## src/rtl/rggen_apb_requester.sv

```systemverilog
// APB4 initiator: one valid/ready command becomes one APB transfer plus one valid/ready response.
// Latency: accept N, SETUP N+1, ACCESS N+2.., response one cycle after pready or timeout.
// Backpressure: one command outstanding; o_cmd_ready is low from accept until the response is consumed.
module rggen_apb_requester #(
    parameter int ADDRESS_WIDTH  = 16,
    parameter int BUS_WIDTH      = 32,
    parameter int TIMEOUT_CYCLES = 64
) (
    input  logic                     i_clk,
    input  logic                     i_rst,
    input  logic                     i_cmd_valid,
    output logic                     o_cmd_ready,
    input  logic                     i_cmd_write,
    input  logic [ADDRESS_WIDTH-1:0] i_cmd_address,
    input  logic [BUS_WIDTH-1:0]     i_cmd_write_data,
    input  logic [BUS_WIDTH/8-1:0]   i_cmd_strobe,
    output logic                     o_rsp_valid,
    input  logic                     i_rsp_ready,
    output logic [BUS_WIDTH-1:0]     o_rsp_read_data,
    output logic                     o_rsp_error,
    output logic                     o_rsp_timeout,
    output logic                     o_psel,
    output logic                     o_penable,
    output logic                     o_pwrite,
    output logic [ADDRESS_WIDTH-1:0] o_paddr,
    output logic [BUS_WIDTH-1:0]     o_pwdata,
    output logic [BUS_WIDTH/8-1:0]   o_pstrb,
    input  logic                     i_pready,
    input  logic                     i_pslverr,
    input  logic [BUS_WIDTH-1:0]     i_prdata
);
    localparam int STRB_WIDTH   = BUS_WIDTH / 8;
    localparam int LSB          = $clog2(STRB_WIDTH);
    localparam int COUNT_WIDTH  = (TIMEOUT_CYCLES > 2) ? $clog2(TIMEOUT_CYCLES) : 1;
    localparam int TIMEOUT_LAST = (TIMEOUT_CYCLES > 0) ? TIMEOUT_CYCLES - 1 : 0;
    localparam logic [ADDRESS_WIDTH-1:0] ADDR_MASK = ~(ADDRESS_WIDTH'((1 << LSB) - 1));

    localparam logic [1:0] IDLE     = 2'd0;
    localparam logic [1:0] SETUP    = 2'd1;
    localparam logic [1:0] ACCESS   = 2'd2;
    localparam logic [1:0] RESPONSE = 2'd3;

    logic [1:0]               state;
    logic                     write;
    logic [ADDRESS_WIDTH-1:0] address;
    logic [BUS_WIDTH-1:0]     write_data;
    logic [STRB_WIDTH-1:0]    strobe;
    logic [BUS_WIDTH-1:0]     read_data;
    logic                     error;
    logic                     timeout;
    logic [COUNT_WIDTH-1:0]   count;
    logic                     timeout_hit;
    logic                     run;
    logic                     bus_active;

    // TIMEOUT_CYCLES == 0 disables the abort path entirely
    assign timeout_hit = (TIMEOUT_CYCLES != 0) && (count == COUNT_WIDTH'(TIMEOUT_LAST));

    always_ff @(posedge i_clk) begin
        if (i_rst) begin
            state      <= IDLE;
            write      <= 1'b0;
            address    <= '0;
            write_data <= '0;
            strobe     <= '0;
            read_data  <= '0;
            error      <= 1'b0;
            timeout    <= 1'b0;
            count      <= '0;
        end else begin
            case (state)
                IDLE: begin
                    if (i_cmd_valid) begin
                        write      <= i_cmd_write;
                        address    <= i_cmd_address & ADDR_MASK;
                        write_data <= i_cmd_write_data;
                        strobe     <= i_cmd_write ? i_cmd_strobe : '0;
                        state      <= SETUP;
                    end
                end
                SETUP: begin
                    count <= '0;
                    state <= ACCESS;
                end
                ACCESS: begin
                    // pready wins over a timeout landing in the same cycle
                    if (i_pready) begin
                        read_data <= write ? '0 : i_prdata;
                        error     <= i_pslverr;
                        timeout   <= 1'b0;
                        state     <= RESPONSE;
                    end else if (timeout_hit) begin
                        read_data <= '0;
                        error     <= 1'b1;
                        timeout   <= 1'b1;
                        state     <= RESPONSE;
                    end else begin
                        count <= count + COUNT_WIDTH'(1);
                    end
                end
                RESPONSE: begin
                    if (i_rsp_ready) begin
                        state <= IDLE;
                    end
                end
                default: state <= IDLE;
            endcase
        end
    end

    // Outputs are forced low combinationally so they read 0 for the whole reset window
    assign run        = !i_rst;
    assign bus_active = run && ((state == SETUP) || (state == ACCESS));

    assign o_cmd_ready     = run && (state == IDLE);
    assign o_psel          = bus_active;
    assign o_penable       = run && (state == ACCESS);
    assign o_pwrite        = bus_active && write;
    assign o_paddr         = bus_active ? address : '0;
    assign o_pwdata        = bus_active ? write_data : '0;
    assign o_pstrb         = bus_active ? strobe : '0;
    assign o_rsp_valid     = run && (state == RESPONSE);
    assign o_rsp_read_data = o_rsp_valid ? read_data : '0;
    assign o_rsp_error     = o_rsp_valid && error;
    assign o_rsp_timeout   = o_rsp_valid && timeout;

    a_penable_psel: assert property (@(posedge i_clk) disable iff (i_rst)
        o_penable |-> o_psel);
    a_apb_stable: assert property (@(posedge i_clk) disable iff (i_rst)
        o_penable |-> ($past(o_psel) && $stable({o_paddr, o_pwrite, o_pwdata, o_pstrb})));
    a_no_psel_in_rsp: assert property (@(posedge i_clk) disable iff (i_rst)
        o_rsp_valid |-> !o_psel);
endmodule

```

## config.mk

```make
export PLATFORM = sky130hd
export DESIGN_NAME = rggen_apb_requester
export DESIGN_NICKNAME = d
export VERILOG_FILES = /design/src/rtl/rggen_apb_requester.sv
export SDC_FILE = /design/constraint.sdc
export NUM_CORES = 1
export LEC_CHECK = 0
export ABC_AREA = 0
export BUFFER_PORTS_ARGS = -buffer_cell sky130_fd_sc_hd__buf_2
export CAP_MARGIN = 0
export CORE_ASPECT_RATIO = 0.75
export CORE_UTILIZATION = 30
export DETAILED_ROUTE_END_ITERATION = 8
export GPL_TIMING_DRIVEN = 0
export HOLD_SLACK_MARGIN = 0.12
export PLACE_DENSITY_LB_ADDON = 0.3
export SETUP_SLACK_MARGIN = 0.4
export SYNTH_ARGS = -nofsm -noshare
export SYNTH_HDL_FRONTEND = slang
export SYNTH_SLANG_ARGS = --single-unit
```

## constraint.sdc

```tcl
create_clock -name i_clk -period 5.4 [get_ports i_clk]
set_clock_uncertainty 0.2 [all_clocks]
set_input_delay 0.81 -clock i_clk [delete_from_list [all_inputs] [get_ports i_clk]]
set_output_delay 0.81 -clock i_clk [all_outputs]
set_load 0.02 [all_outputs]
```

==> After elaboration in Yosys (flattened, before gate mapping) <==
Cells that the tools add are included.
{ "op_classes": {"add_sub_neg": 1, "n_eq_ne": 9, "n_mux": 19, "reduce_logical": 16} }
{ "op_table": {"columns": ["operator", "count"], "rows": [
  ["32-bit 2-to-1 mux", 5],
  ["16-bit 2-to-1 mux", 1],
  ["6-bit 2-to-1 mux", 2],
  ["6-bit case mux with 2 select lines", 1],
  ["2-bit 2-to-1 mux", 4],
  ["4-bit 2-to-1 mux", 2],
  ["2-bit != test, second input constant", 4],
  ["2-bit case mux with 4 select lines", 1],
  ["1-bit logical AND", 7],
  ["6-bit by 1-bit adder with 6-bit output, second input constant", 1],
  ["6-bit equality test, second input constant", 1],
  ["3-bit AND reduction", 2],
  ["2-bit equality test, second input constant", 2],
  ["2-bit AND reduction", 2],
  ["2-bit nonzero test", 2],
  ["1-bit 2-to-1 mux", 3],
  ["3-bit != test, second input constant", 1],
  ["2-bit by 1-bit equality test with 1-bit output, second input constant", 1],
  ["2-bit zero test", 1],
  ["1-bit zero test", 1],
  ["1-bit logical OR", 1]
]} }
{ "word_totals": {"register_bits": 93, "word_cells": 54} }

==> Depth between registers and ports, before layout <==
Gate-level depths: netlist (run 1).
{ "logic_depth": {"ltp_word": 4, "mapped_depth": 7, "depth_no_buf": 6} }

==> Worst setup path before layout (run 1) <==
No wires, ideal clock.
{ "synth_timing": {"path_type": "input to output", "from": "in i_rst", "to": "out o_rsp_read_data[22]", "arrival_time_ns": 1.814, "required_ns": 4.390, "setup_slack_ns": 2.576, "cell_stages": 4, "path_cell_list": "buf_2 nor2b_2 clkbuf_1 and2_1"} }
{ "synth_via": {"elab_chain_len": 3} }
{ "synth_rtl": {"columns": ["item", "line_no", "source"], "rows": [
  ["start, declared", "10", "input logic i_rst,"],
  ["1-bit zero test", "112", "assign run = !i_rst;"],
  ["1-bit logical AND", "122", "assign o_rsp_valid = run && (state == RESPONSE);"],
  ["via o_rsp_valid", "17", "output logic o_rsp_valid,"],
  ["32-bit 2-to-1 mux", "123", "assign o_rsp_read_data = o_rsp_valid ? read_data : '0;"],
  ["end, declared", "19", "output logic [BUS_WIDTH-1:0] o_rsp_read_data,"]
]} }
The timed path passes the listed nets, and every way through them passes these cells.

==> Worst setup path in the final report (run 1) <==
{ "layout_timing": {"from": "reg state[0]", "to": "out o_pwdata[26]"} }
{ "layout_via": {"elab_chain_len": 4} }
{ "layout_rtl": {"columns": ["item", "line_no", "source"], "rows": [
  ["start, declared", "43", "logic [1:0] state;"],
  ["start signal, assigned", "61", "state <= IDLE;"],
  ["start signal, assigned", "78", "state <= SETUP;"],
  ["start signal, assigned", "83", "state <= ACCESS;"],
  ["2-bit by 1-bit equality test with 1-bit output or 2-bit equality test (tied branches)", "113", "assign bus_active = run && ((state == SETUP) || (state == ACCESS));"],
  ["1-bit logical OR (*)", "113", null],
  ["1-bit logical AND (*)", "113", null],
  ["32-bit 2-to-1 mux (*)", "120", "assign o_pwdata = bus_active ? write_data : '0;"],
  ["end, declared", "26", "output logic [BUS_WIDTH-1:0] o_pwdata,"]
]} }
Every way passes the cells marked *; elsewhere a longest branch is shown, timed or not.

==> implementation parameters, run 1 <==
Parameter                              Value

Global route
  GRT Residual Overflow ... 0
  Number of antenna violations at the first check in global routing ... 1
  Wire length of the first global-routing pass ... between 15 and 20 mm
  Maximum number of pins on one net before global-route repair ... 16
  GRT Resource Usage Total ... 16.3%
  Via count of the first global-routing pass ... roughly 3,600

Place
  Dpl cell area ... 5060 um^2
  Total half-perimeter wirelength after legalization and detailed placement ... 8.28 mm
  RD Place Congestion ... 0.789
  Buffers on Ports ... 177

Clocking
  CTS tree ... done
  Buffer depth of the longest clock path ... 2
  Clock latency on the worst-skew pair ... 0.34 ns
  Setup Fix Bufs, Post-CTS ... 0
  Total number of clock tree sinks ... 93
  Hold buffers post-CTS ... 0
  CTS resizes ... 0
  Number of H-tree levels ... 3
  Number of buffers added by the clock tree synthesis step ... 9
  CTS root buf ... clkbuf_16
  CTS clk-pin slew, worst paths ... 0.07 ns

Drt
  Routed wire per std cell ... about 13 um
  DRC violation total after the first TritonRoute iteration ... ~80
  Final ANT Viol Nets ... 0
  Post-route DRC violation count ... 0
  First-pass detailed-route iteration total ... 4
  Total wire length ... 10.9 mm
  Via/cell ratio ... 4.54
  Vias ... approximately 3,700

Die
  Total die area ... 13,700 um^2
  Number of rows in the core area ... 35
  Core area ... 12,600 um^2
  Chip Width ... 135 um
  Initial cell density of the core ... 31.5%
  Count of boundary I/O pins ... 182
  Vertical die dimension ... 102 um

Power
  Leakage component of the power ... 2.58 nW
  Peak supply drop ... 165 uV
  Areal power density over the cells ... 363 nW/um^2

Logic synthesis
  Dominant synthesized flop cell ... dfxtp_1
  Synthesized area per cell ... 8.62 um^2
  YS warnings ... 0
  Proportion of register bits with asynchronous set or reset after synthesis ... 0%
  Number of enable-type register cells in the synthesized netlist ... 0
  Number of cells produced by synthesis ... 460
  Synthesized cell area ... 3970 um^2
  Sequential cell area fraction in the yosys report ... 47.0%
  Flip-flop and latch count after synthesis ... between 90 and 100
  Count of different cell masters after synthesis ... 38

STA
  Worst relative slew slack ... between 60% and 70%
  Final setup viols ... 0
  Fmax ... 0.299 GHz
  Aggregate negative setup slack ... 0 ns
  Final critical-path required period ... 3.35 ns
  Number of pins with negative max-slew slack in the final report ... 0
  Setup repair after global routing missed its margin ... no
  Part of the cycle the worst path needs ... 62.0%
  Slew at the pin closest to its max-slew limit ... 0.541 ns
  Number of failing hold endpoints at the final stage ... 0

Worst setup path
  Largest fanout on the critical path ... 10
  FF-to-FF Start ... state[0]
  CP endpoint kind ... primary output
  Minimum setup slack among reg-to-reg paths ... 3.50 ns
  Setup Crit Path Kind ... flip-flop to primary output
  Req. time, crit path ... 4.39 ns
  Endpoint arrival time on the critical path ... 2.34 ns
  Critical path launch point type ... flip-flop
  First element of the critical path ... state[0]

Layout
  Layout-stage area growth over the synthesis result ... 35.1%
  Non-Filler Cell Area, Final ... 5360 um^2
  Number of nets in the final layout ... 746
  Highest-count cells in the layout ignoring fill and taps ... buf_2 (190), nand2_1 (100), dfxtp_1 (93)
  Filler cell count ... 1,286
  Share of layout cells above drive strength 1 ... 33.8%
  Leading cell type in the layout, fill and taps excluded ... buf_2
  Post-layout utilization of the core ... 42.6%

Flow run
  Number of max-cap violations ... 0

Outcome
  Outcome ... complete, no violations

Hold path
  Class of the tightest hold or removal check ... flip-flop to flip-flop
  Worst hold start ... write_data[12]
## cell type report
class,instances,area (um^2),share of cell area [%]
multi-input cells,326,1900,35.5
flip-flops and latches,93,1860,34.8
clock buffers,10,229,4.27
plain buffers,35,181,3.39
diodes,1,2.50,0.0467
repair buffers,177,886,16.5
well taps,166,208,3.88
inverters,7,26.3,0.490
clock inverters,6,63.8,1.19
## cells by family after synthesis
logic type | Yosys count | synth area share (%)
adder cells (fa/ha/maj) | 6 | 1.89
buffers and inverters | 42 | 5.24
other | 1 | 0.0946
AO/OA/AOI/OAI | 98 | 17.1
flip-flops | 93 | 47.0
AND/OR/NAND/NOR | 218 | 28.1
multiplexers | 2 | 0.631
## worst max-delay path, stage by stage, from the launching register on
cell and delay [ns]:
dfxtp_1 0.36, inv_1 0.10, ha_1 0.28, nor2b_1 0.45, clkbuf_1 0.43, and2_1 0.19
buf_2 0.18
## power by group
group / switching [mW] / internal [mW] / leakage (nW)
Clock: 0.264 / 0.358 / 0.138
Sequential: 0.0413 / 0.773 / 0.757
Combinational: 0.324 / 0.184 / 1.69
## registers in the layout, indices dropped and copies added, names as in the netlist
register and count:
state 2, read_data 32, count 6, write_data 32, write 1, error 1
address 14, strobe 4, timeout 1
## path summary, 6_finish.rpt
| path | to | depth (start not counted) |
|---|---|---|
| setup / recovery | o_pwdata[26] | 6 |
| hold / removal | write_data[12] | 2 |
| setup reg to reg | strobe[1] | 7 |
| hold reg to reg | write_data[12] | 2 |
## through the flow
stage / cells / hold WS (ns) / power [mW] / worst slack [ns]
4_1_cts: 820 / 0.253 / 1.98 / 1.97
5_1_grt: 820 / 0.269 / 2.07 / 1.85
3_3_place_gp: 804 / 0.238 / 1.33 / 2.12
3_5_place_dp: 804 / 0.243 / 1.34 / 2.14
2_1_floorplan: 461 / 0.227 / 1.17 / 2.58
6_report: 821 / 0.249 / 1.94 / 2.05
## cells in the mapped netlist, types with 2 or more instances
library cell  instances  area share (%)
nor2_1                7            0.66
inv_1                 6            0.57
a21oi_1              56             7.1
buf_4                 3            0.57
nand2_1             100             9.5
and2_1               86              14
nor2b_1               2            0.32
buf_1                 2            0.19
ha_1                  6             1.9
a22o_1               32             7.1
clkbuf_1             14             1.3
buf_2                13             1.6
nand4_1               3            0.47
nor3_1                3            0.38
dfxtp_1              93              47
and3_1                2            0.32
a211oi_1              2            0.38
nand3_1               7            0.88
nand2b_1              2            0.32
buf_6                 3            0.85
## routing by layer
| metal | GRT usage (%) | wire length (um) |
|---|---|---|
| met1 | 19.6 | 4780 |
| met5 | 0 | 0 |
| met4 | 5.10 | 109 |
| met2 | 26.4 | 5030 |
| met3 | 6.86 | 1000 |
Power figures use the tool's default switching activity.
==> inputs of run 2 (changes only) <==
--- a/config.mk
+++ b/config.mk
@@ -5,7 +5,7 @@
 export SDC_FILE = /design/constraint.sdc
 export NUM_CORES = 1
 export LEC_CHECK = 0
-export ABC_AREA = 0
+export ABC_AREA = 1
 export BUFFER_PORTS_ARGS = -buffer_cell sky130_fd_sc_hd__buf_2
 export CAP_MARGIN = 0
 export CORE_ASPECT_RATIO = 0.75
==> constraint.sdc (replaced) <==
create_clock -name i_clk -period 2.8 [get_ports i_clk]
set_clock_uncertainty 0.2 [all_clocks]
set_input_delay 0.42 -clock i_clk [delete_from_list [all_inputs] [get_ports i_clk]]
set_output_delay 0.42 -clock i_clk [all_outputs]
set_load 0.02 [all_outputs]
==> run 2 against run 1 <==
  * The run now ends with design-rule violations left
  * Sequential share of layout area decreased by 2.4 points
  * Non-clock buffer count increased by 13
  * First-iteration DRC count increased by 53%
  * Area after synthesis increased by 5.5%
  * Flip-flop and latch count unchanged
  * Worst setup slack got worse by 1.6 ns
  * Hold slack got worse by 0.12 ns
  * Wire length increased by 9.5%
  * Critical path depth unchanged
  * Design area increased by 7.5%
  * Core utilization increased by 0.71 points
  * Final cell count increased by 18%
  * Largest cell class is now flip-flops and latches
==> implementation parameters, run 2 <==
Parameter                              Value

Outcome
  Outcome ... finished with violations
  Violated checks ... design-rule violations

Global route
  Via count of the first global-routing pass ... approximately 4,000
  Wire length of the first global-routing pass ... 19.6 mm
  Number of antenna violations at the first check in global routing ... 0
  GRT Resource Usage Total ... 16.7%
  Maximum number of pins on one net before global-route repair ... 16
  GRT Residual Overflow ... 0

Layout
  Top flop regs ... read_data: 32 flops, write_data: 32 flops, address: 14 flops
  Leading cell type in the layout, fill and taps excluded ... buf_2
  Diode count ... 0
  Layout-stage area growth over the synthesis result ... 37.7%
  Share of layout cells above drive strength 1 ... a little under a third
  Highest-count cells in the layout ignoring fill and taps ... buf_2 (182), inv_1 (102), nor2_1 (95)
  Post-layout utilization of the core ... a little over two fifths
  Number of nets in the final layout ... 890

Logic synthesis
  Dominant synthesized flop cell ... dfxtp_1
  Number of cells produced by synthesis ... between 500 and 600
  Top cells by area in the synthesized netlist ... dfxtp_1 (45%), a21oi_1 (11%), inv_1 (9.2%)
  Number of enable-type register cells in the synthesized netlist ... 0
  Area fraction of the dominant cell type after synthesis ... 44.5%
  Synthesized area per cell ... 7.02 um^2
  Flip-flop and latch count after synthesis ... 93
  Sequential cell area fraction in the yosys report ... 44.5%
  Most common library cells after synthesis ... inv_1 (102), nor2_1 (97), dfxtp_1 (93), a21oi_1 (89), nand2_1 (66)
  YS warnings ... 0
  Most common cell in the netlist ... inv_1
  Synthesized cell area ... 4180 um^2
  Proportion of register bits with asynchronous set or reset after synthesis ... 0%
  Yosys top cell by area ... dfxtp_1
  Count of different cell masters after synthesis ... 26

STA
  Fmax ... around 0.43 GHz
  Worst setup slack after layout ... 0.486 ns
  Slew at the pin closest to its max-slew limit ... 0.526 ns
  Aggregate negative setup slack ... 0 ns
  Worst relative slew slack ... 65.0%
  Part of the cycle the worst path needs ... slightly above 80%
  Setup repair after global routing missed its margin ... no
  Final critical-path required period ... ~2.3 ns
  Final setup viols ... 0
  Number of pins with negative max-slew slack in the final report ... 0
  Number of failing hold endpoints at the final stage ... 0

Hold path
  Class of the tightest hold or removal check ... input port to flip-flop
  Depth of the worst hold-timing path ... 3
  Hold Crit Endpoint ... read_data[15]
  Worst hold start ... i_prdata[15]

Clocking
  Total number of clock tree sinks ... 93
  Number of buffers added by the clock tree synthesis step ... 9
  Number of H-tree levels ... 3
  CTS tree ... done
  Buffer depth of the longest clock path ... 2
  Clock latency on the worst-skew pair ... 0.33 ns
  CTS root buf ... clkbuf_16
  CTS clk-pin slew, worst paths ... 0.07 ns

Drt
  Via/cell ratio ... approximately 4.4
  First-pass detailed-route iteration total ... 8
  Vias ... 4,229
  Routed wire per std cell ... 12.3 um
  DRC violation total after the first TritonRoute iteration ... between 100 and 150
  Final ANT Viol Nets ... 0
  Post-route DRC violation count ... 6
  Total wire length ... 11.9 mm

Die
  Initial cell density of the core ... between 30% and 40%
  Count of boundary I/O pins ... between 150 and 200
  Number of rows in the core area ... 36
  Core area ... 13,300 um^2
  Chip Width ... 138 um
  Total die area ... about 14,000 um^2
  Vertical die dimension ... 104 um

Worst setup path
  FF-to-FF Start ... state[0]
  Number of cells on the worst reg-to-reg path ... 6
  Cell-by-cell trace of the critical path ... inv_1 > ha_4 > nand2_4 > clkbuf_8 > nor2_1 > buf_2
  Setup Crit Path Kind ... flip-flop to primary output
  Critical path launch point type ... flip-flop
  Worst reg2reg path endpoint ... address[11]
  Req. time, crit path ... approximately 2.2 ns
  Largest fanout on the critical path ... 10
  Minimum setup slack among reg-to-reg paths ... between 1 and 1.5 ns
  CP endpoint kind ... primary output
  Slowest library cell on the worst path ... dfxtp_2
  Longest individual stage delay on the worst path ... 0.36 ns
  Endpoint arrival time on the critical path ... 1.69 ns

Power
  Leakage component of the power ... roughly 2.6 nW
  Areal power density over the cells ... 786 nW/um^2
  Peak supply drop ... 358 uV

Place
  Buffers on Ports ... 177
  RD Place Congestion ... 0.794
  Total half-perimeter wirelength after legalization and detailed placement ... 8.93 mm
  DP Worst Slack ... 0.369 ns

Flow run
  Number of max-cap violations ... 0
==> run 2: cells by family (layout without fill, tap and decap cells) <==
family / Yosys count / after routing / share of synthesized area, %
AO/OA/AOI/OAI: 139 / 139 / 17.1
other: 1 / 2 / 0.0897
buffers and inverters: 143 / 344 / 14.6
adder cells (fa/ha/maj): 6 / 6 / 1.80
XOR/XNOR: 1 / 1 / 0.209
AND/OR/NAND/NOR: 213 / 213 / 21.7
flip-flops: 93 / 93 / 44.5
==> run 2: layout make-up <==
class	instances	area (um^2)
flip-flops and latches	93	1860
repair buffers	185	971
inverters	103	389
multi-input cells	361	1740
well taps	171	214
fillers	1402	7530
plain buffers	40	283
clock buffers	12	267
clock inverters	4	30.0
==> run 2: how the worst max path moves through the flow <==
| stage | startpoint | endpoint | slack (ns) |
|---|---|---|---|
| after floorplan | state[0] | o_rsp_read_data[10] | 0.53 |
| after CTS | state[1] | o_rsp_read_data[20] | 0.40 |
| final | state[0] | o_pwdata[6] | 0.49 |
| after global routing | state[0] | o_paddr[4] | 0.40 |
| after global placement | state[0] | o_pwdata[25] | 0.38 |
| after detailed placement | state[0] | o_pwdata[27] | 0.37 |
==> run 2: layer usage <==
metal	track usage, %	up-vias	routed length, um
met5	0	-	0
met2	26.1	99	5150
met4	5.14	0	198
li1	-	2233	-
met3	4.42	15	572
met1	22.3	1882	6030
==> run 2: worst max-delay path: cells and delay by family, from the launching register on <==
| kind | cells | cell delay (ns) |
|---|---|---|
| buf+inv | 3 | 0.49 |
| flops | 1 | 0.36 |
| fa+ha+maj | 1 | 0.30 |
| simple gates | 2 | 0.22 |
==> run 2: repair_timing <==
action | CTS | global route
hold buffers | 5 | 0
endpoints found under the setup margin | 80 | 58
gates resized for setup | 25 | 12
cloned | 1 | 0
hold endpoints to repair | 5 | 0
setup buffers | 2 | 0
==> run 2: power breakdown <==
part / switching [mW] / internal [mW] / total, mW / leakage [nW]
clock network: 0.523 / 0.679 / 1.20 / 0.145
logic: 1.05 / 0.584 / 1.63 / 1.72
registers: 0.0931 / 1.60 / 1.69 / 0.762
==> run 2: metrics by stage <==
step	cell area [um^2]	hold slack (ns)	power (mW)	cells
floorplan	4190	0.229	2.73	597
global placement	5290	0.242	3.19	945
detailed placement	5290	0.245	3.21	945
CTS	5740	0.122	4.55	969
global route	5760	0.123	4.84	969
finish	5760	0.132	4.53	969
